--- config.mk ---
export PLATFORM = sky130hd
export DESIGN_NAME = cpu_trace_monitor
export DESIGN_NICKNAME = d
export VERILOG_FILES = /design/src/rtl/cpu_trace_monitor.sv
export SDC_FILE = /design/constraint.sdc
export NUM_CORES = 1
export LEC_CHECK = 0
export ABC_AREA = 1
export CAP_MARGIN = 5
export CORE_AREA = 5 5 120 145
export DETAILED_ROUTE_END_ITERATION = 16
export DIE_AREA = 0 0 125 150
export GPL_TIMING_DRIVEN = 0
export PLACE_DENSITY = 0.79
export SYNTH_ARGS = -nofsm -noshare
export SYNTH_HDL_FRONTEND = slang
export SYNTH_SLANG_ARGS = --single-unit
--- constraint.sdc ---
create_clock -name clk -period 3.3 [get_ports clk]
set_clock_uncertainty 0.1 [all_clocks]
set_input_delay 0.66 -clock clk [delete_from_list [all_inputs] [get_ports clk]]
set_output_delay 0.66 -clock clk [all_outputs]
set_load 0.02 [all_outputs]
--- src/rtl/cpu_trace_monitor.sv ---
// Observes a small CPU's controller state and registers: it snapshots the register file on IDLE
// into a trace FIFO, detects a self-jump halt, counts executed instructions and runs a watchdog.
module cpu_trace_monitor #(
  parameter int unsigned         DATA_W      = 8,
  parameter int unsigned         STATE_W     = 6,
  parameter logic [STATE_W-1:0]  IDLE_CODE   = 6'b100000,
  parameter logic [STATE_W-1:0]  EXEC_CODE   = 6'b001000,
  parameter int unsigned         DEPTH       = 4,
  parameter int unsigned         HALT_REPEAT = 1,
  parameter int unsigned         CNT_W       = 16,
  parameter int unsigned         WDOG_LIMIT  = 1000
) (
  input  logic                       clk,
  input  logic                       reset,
  input  logic                       clear,
  input  logic [STATE_W-1:0]         state,
  input  logic [1:0]                 op,
  input  logic [DATA_W-1:0]          rA,
  input  logic [DATA_W-1:0]          rB,
  input  logic [DATA_W-1:0]          rM,
  input  logic [DATA_W-1:0]          rP,
  output logic [4*DATA_W-1:0]        trace_data,
  output logic                       trace_valid,
  input  logic                       trace_ready,
  output logic [$clog2(DEPTH):0]     trace_level,
  output logic [7:0]                 drop_count,
  output logic                       halted,
  output logic [DATA_W-1:0]          halt_pc,
  output logic [CNT_W-1:0]           instr_count,
  output logic                       wdog_timeout
);

  localparam int unsigned PTR_W   = $clog2(DEPTH);
  localparam int unsigned LVL_W   = PTR_W + 1;
  localparam int unsigned RUN_W   = $clog2(HALT_REPEAT + 1);
  localparam int unsigned ENTRY_W = 4 * DATA_W;

  logic [ENTRY_W-1:0] mem_q [DEPTH];
  logic [ENTRY_W-1:0] mem_d [DEPTH];
  logic [PTR_W-1:0]   wr_ptr_q, wr_ptr_d;
  logic [PTR_W-1:0]   rd_ptr_q, rd_ptr_d;
  logic [LVL_W-1:0]   level_q, level_d;
  logic [7:0]         drop_q, drop_d;
  logic [RUN_W-1:0]   run_q, run_d;
  logic               halted_q, halted_d;
  logic [DATA_W-1:0]  halt_pc_q, halt_pc_d;
  logic [CNT_W-1:0]   icnt_q, icnt_d;
  logic [CNT_W-1:0]   wdog_q, wdog_d;
  logic               timeout_q, timeout_d;

  logic is_idle, is_exec, match, full, pop, push_ok, drop_evt, halt_hit, wdog_run;

  always_comb begin
    is_idle  = (state == IDLE_CODE);
    is_exec  = (state == EXEC_CODE);
    match    = is_exec && (op == 2'b11) && ((rP - DATA_W'(1)) == rM);
    full     = (level_q == LVL_W'(DEPTH));
    pop      = (level_q != '0) && trace_ready;
    // A full FIFO still accepts a push when the head leaves in the same cycle.
    push_ok  = is_idle && (!full || pop);
    drop_evt = is_idle && full && !pop;
    halt_hit = match && !halted_q && (run_q == RUN_W'(HALT_REPEAT - 1));
    wdog_run = !is_idle && !halted_q && !timeout_q;
  end

  // Trace FIFO: storage, pointers and occupancy; unaffected by clear.
  always_comb begin
    mem_d    = mem_q;
    wr_ptr_d = wr_ptr_q;
    rd_ptr_d = rd_ptr_q;
    level_d  = level_q;
    if (push_ok) begin
      mem_d[wr_ptr_q] = {rA, rB, rM, rP};
      wr_ptr_d        = wr_ptr_q + PTR_W'(1);
    end
    if (pop) begin
      rd_ptr_d = rd_ptr_q + PTR_W'(1);
    end
    if (push_ok && !pop) begin
      level_d = level_q + LVL_W'(1);
    end else if (!push_ok && pop) begin
      level_d = level_q - LVL_W'(1);
    end
  end

  // Halt detector, instruction counter, watchdog and drop counter.
  always_comb begin
    drop_d    = drop_q;
    run_d     = run_q;
    halted_d  = halted_q;
    halt_pc_d = halt_pc_q;
    icnt_d    = icnt_q;
    wdog_d    = wdog_q;
    timeout_d = timeout_q;

    if (drop_evt && (drop_q != 8'hFF)) begin
      drop_d = drop_q + 8'd1;
    end

    if (is_exec) begin
      if (!match) begin
        run_d = '0;
      end else if (run_q != RUN_W'(HALT_REPEAT)) begin
        run_d = run_q + RUN_W'(1);
      end
    end

    if (halt_hit) begin
      halted_d  = 1'b1;
      halt_pc_d = rM;
    end

    if (is_exec && !halted_q && (icnt_q != '1)) begin
      icnt_d = icnt_q + CNT_W'(1);
    end

    if (is_idle) begin
      wdog_d = '0;
    end else if (wdog_run) begin
      wdog_d = wdog_q + CNT_W'(1);
      if (wdog_q == CNT_W'(WDOG_LIMIT - 1)) begin
        timeout_d = 1'b1;
      end
    end

    if (clear) begin
      drop_d    = '0;
      run_d     = '0;
      halted_d  = 1'b0;
      halt_pc_d = '0;
      icnt_d    = '0;
      wdog_d    = '0;
      timeout_d = 1'b0;
    end
  end

  always_ff @(posedge clk) begin
    if (reset) begin
      for (int unsigned i = 0; i < DEPTH; i++) begin
        mem_q[i] <= '0;
      end
      wr_ptr_q  <= '0;
      rd_ptr_q  <= '0;
      level_q   <= '0;
      drop_q    <= '0;
      run_q     <= '0;
      halted_q  <= 1'b0;
      halt_pc_q <= '0;
      icnt_q    <= '0;
      wdog_q    <= '0;
      timeout_q <= 1'b0;
    end else begin
      mem_q     <= mem_d;
      wr_ptr_q  <= wr_ptr_d;
      rd_ptr_q  <= rd_ptr_d;
      level_q   <= level_d;
      drop_q    <= drop_d;
      run_q     <= run_d;
      halted_q  <= halted_d;
      halt_pc_q <= halt_pc_d;
      icnt_q    <= icnt_d;
      wdog_q    <= wdog_d;
      timeout_q <= timeout_d;
    end
  end

  assign trace_data   = mem_q[rd_ptr_q];
  assign trace_valid  = (level_q != '0);
  assign trace_level  = level_q;
  assign drop_count   = drop_q;
  assign halted       = halted_q;
  assign halt_pc      = halt_pc_q;
  assign instr_count  = icnt_q;
  assign wdog_timeout = timeout_q;

endmodule
==> run_results.csv <==
group,metric,value,unit
status,status,"finished, final reports clean",
finish,fin_cells,1570,
floorplan,die_h,150,µm
logic_synthesis,synth.distinct_cells,33,
clock_tree,cts_hold_buffers,0,
setup_path,criticalPathCategory,"reg2out",
power,p_sw_frac,0.328,
place,portBuffers,110,
logic_synthesis,syn_area_per_cell,7.05,µm²
setup_path,ff2ff_setup_slack,680,ps
setup_path,worstPathRequired,2540,ps
route,vias_per_cell,5.59,
place,gp_congestion,0.876,
route,detail_route.wl_per_cell,16.5,µm
finish,nNetsFinal,1399,
setup_path,timing.rr.start,"trace_level[0]$_SDFFE_PP0P_",
logic_synthesis,synthDominantAreaCellType,"dfxtp_1",
place,dp_hpwl,18.1,mm
finish,final_util,0.664,
grt,overflow,0,
clock_tree,clk_pin_slew_worst_paths,70,ps
floorplan,start_util,0.540,
clock_tree,insertion_delay,440,ps
logic_synthesis,synth_area_leaders,"dfxtp_1 43%, nand2_1 10%, a21oi_1 9.5%",
timing,final_hold_viol_count,0,
logic_synthesis,synth_top_area_share,0.434,
logic_synthesis,ys_seq_area_frac,0.434,
setup_path,cp-end-kind,"primary output",
power,power.internal,4.06,mW
clock_tree,cts_buffer_depth,2,
setup_path,timing.rr.end,"trace_level[2]$_SDFFE_PP0P_",
timing,rsz0062_at_grt,"false",
setup_path,cp.arrival,2410,ps
route,drtAntennaViolNets,0,
route,first_pass_iters,8,
grt,antenna_found_initial,0,
floorplan,placementRows,51,
grt,grt_usage,0.273,
setup_path,cp_slowest_cell,"clkdlybuf4s50_1",
clock_tree,htree_levels,4,
power,combPwrFrac,0.280,
clock_tree,numCtsBuffers,17,
power,seq_power_share,0.380,
timing,relSlewSlack,0.585,
floorplan,die_width,125,µm
timing,tightest_slew,620,ps
logic_synthesis,ys_ff_latch,186,
power,p_leak,3.66,nW
grt,grt_pass1_wl,41.5,mm
finish,syn2layout_area_growth,22.9,%
floorplan,die_area,0.0188,mm²
power,power_switching,1.98,mW
floorplan,core_area,0.0159,mm²
timing,finalSetupViolations,0,
clock_tree,cts_resized,9,
clock_tree,clock_sinks,186,
min_path,worstHoldPathType,"reg2reg",
power,peakVddDrop,0.000391,V
timing,fin_setup_tns,0,ps
place,dp.cells,1539,
job,cap_violations,0,
setup_path,crit_path_frequent_cell,"clkbuf_2",
setup_path,r2r_cells,13,
power,p_clk_frac,0.340,
power,p_per_area,573,mW/mm²
min_path,min_path_cells,2,
finish,drive_gt1_frac,0.0751,
min_path,min_from,"mem_q[54]$_SDFFE_PP0P_",
setup_path,crit_chain,"inv_1 > clkbuf_2 > clkbuf_2 > nor2_1 > o22ai_1 > clkdlybuf4s50_1",
route,vias,8774,
floorplan,num_io_pins,114,
timing,clock.fmax,315,MHz
route,wl,25.9,mm
setup_path,cp.depth,6,
setup_path,cpLargestDelayFamily,"buffers and inverters",
setup_path,startpoint_type,"register",
setup_path,critPathBufInv,4,
logic_synthesis,ys_warn_count,0,
logic_synthesis,syn_nets,1271,
route,drt_iter0_drc,754,
finish,antennaDiodeCount,0,
setup_path,slowest_delay,660,ps
timing,maxSlewViolCount,0,
clock_tree,cts_tree,"done",
logic_synthesis,postSynthCellCount,1217,
timing,fin_crit_sh,0.961,
timing,period_minus_slack,3170,ps
route,drc,0,
clock_tree,cts_setup_buffers,0,
power,finalPower,6.05,mW
grt,grt_max_degree,17,
min_path,hold_path_end,"mem_q[54]$_SDFFE_PP0P_",
grt,first_global_vias,8419,
clock_tree,cts_root_buf,"clkbuf_16",
setup_path,path_max_fanout,10,
logic_synthesis,mappedNetlistArea,0.00858,mm²
[per-layer routing]
metal / GRT usage / vias up / wire, µm
met5: 0 / - / 0
met4: 0.113 / 0 / 771
met3: 0.0746 / 61 / 2140
met2: 0.473 / 361 / 12600
met1: 0.319 / 4035 / 10300
li1: - / 4317 / -
[layout by cell type, fill, tap and decap left out, types with 10 or more instances in the layout]
master           instances
a21oi_1                163
buf_1                   10
buf_2                   20
buf_4                   12
clkbuf_1                23
clkbuf_16               17
clkbuf_2                14
clkdlybuf4s50_1        110
dfxtp_1                186
inv_1                   63
nand2_1                234
nand3_1                152
nor2_1                 137
nor3_1                  17
o21ai_0                 89
o22ai_1                 32
[power groups by stage]
| stage | Combinational (mW) | Clock, mW | Sequential [mW] |
|---|---|---|---|
| floorplan | 0.895 | 0 | 2.36 |
| global placement | 1.66 | 0 | 2.35 |
| detailed placement | 1.66 | 0 | 2.35 |
| CTS | 1.68 | 2.07 | 2.30 |
| global route | 1.80 | 2.17 | 2.30 |
| finish | 1.69 | 2.05 | 2.30 |
[layout make-up]
type,count,area (µm²)
Tap cell,212,265
Clock inverter,14,148
Multi-Input combinational cell,878,4190
Clock buffer,18,439
Buffer,81,407
Timing Repair Buffer,110,1100
Inverter,71,267
Sequential cell,186,3720
Fill cell,1419,5350
[metrics by stage]
stage          hold WS [ps]  area (µm²)  setup WS, ps
6_report                357       10500           130
5_1_grt                 367       10500          22.7
4_1_cts                 359       10500          2.15
3_5_place_dp            349        9940          -224
3_3_place_gp            345        9940          -175
2_1_floorplan           337        8580           570
[synthesized netlist by cell type (all sizes together)]
| library cell | instances |
|---|---|
| nor3 | 17 |
| nor2 | 144 |
| a21oi | 163 |
| inv | 71 |
| xnor2 | 8 |
| xor2 | 7 |
| nand4 | 5 |
| nor3b | 1 |
| nand2 | 237 |
| buf | 44 |
| o211a | 1 |
| ha | 9 |
| o21bai | 1 |
| o21ai | 89 |
| o21a | 1 |
| fa | 1 |
| nor4 | 3 |
| and3 | 1 |
| o22ai | 32 |
| clkbuf | 38 |
| nand3 | 155 |
| nand3b | 3 |
| dfxtp | 186 |
[cells by family after synthesis]
family,share of synthesized area
compound gates,0.173
xor+xnor,0.0153
fa+ha+maj,0.0155
buf+inv,0.0769
flops,0.434
simple gates,0.285
[registers in the layout, indices dropped and copies added (netlist names)]
signal / cells
wr_ptr_q: 2
drop_count: 8
halted: 1
run_q: 1
halt_pc: 8
rd_ptr_q: 2
mem_q: 128
wdog_timeout: 1
trace_level: 3
wdog_q: 16
instr_count: 16
[worst max path at each step]
| stage | from | slack [ps] | endpoint |
|---|---|---|---|
| after floorplan | trace_level[0]$_SDFFE_PP0P_ | 570 | trace_level[2]$_SDFFE_PP0P_ |
| after global placement | state[5] | -180 | trace_level[2]$_SDFFE_PP0P_ |
| after detailed placement | state[2] | -220 | trace_level[2]$_SDFFE_PP0P_ |
| after CTS | rd_ptr_q[0]$_SDFFE_PP0N_ | 2 | trace_data[21] |
| after global routing | rd_ptr_q[1]$_SDFFE_PP0N_ | 20 | trace_data[17] |
| final | rd_ptr_q[0]$_SDFFE_PP0N_ | 130 | trace_data[12] |
[worst register-to-register path, delay by kind of cell, from the launching register on]
family                   cells  cell delay [ps]
AO/OA/AOI/OAI                4              450
adder cells (fa/ha/maj)      2              570
buffers and inverters        2              330
flip-flops                   1              430
AND/OR/NAND/NOR              5              620
Note: power is estimated with default switching activity, not from simulation.
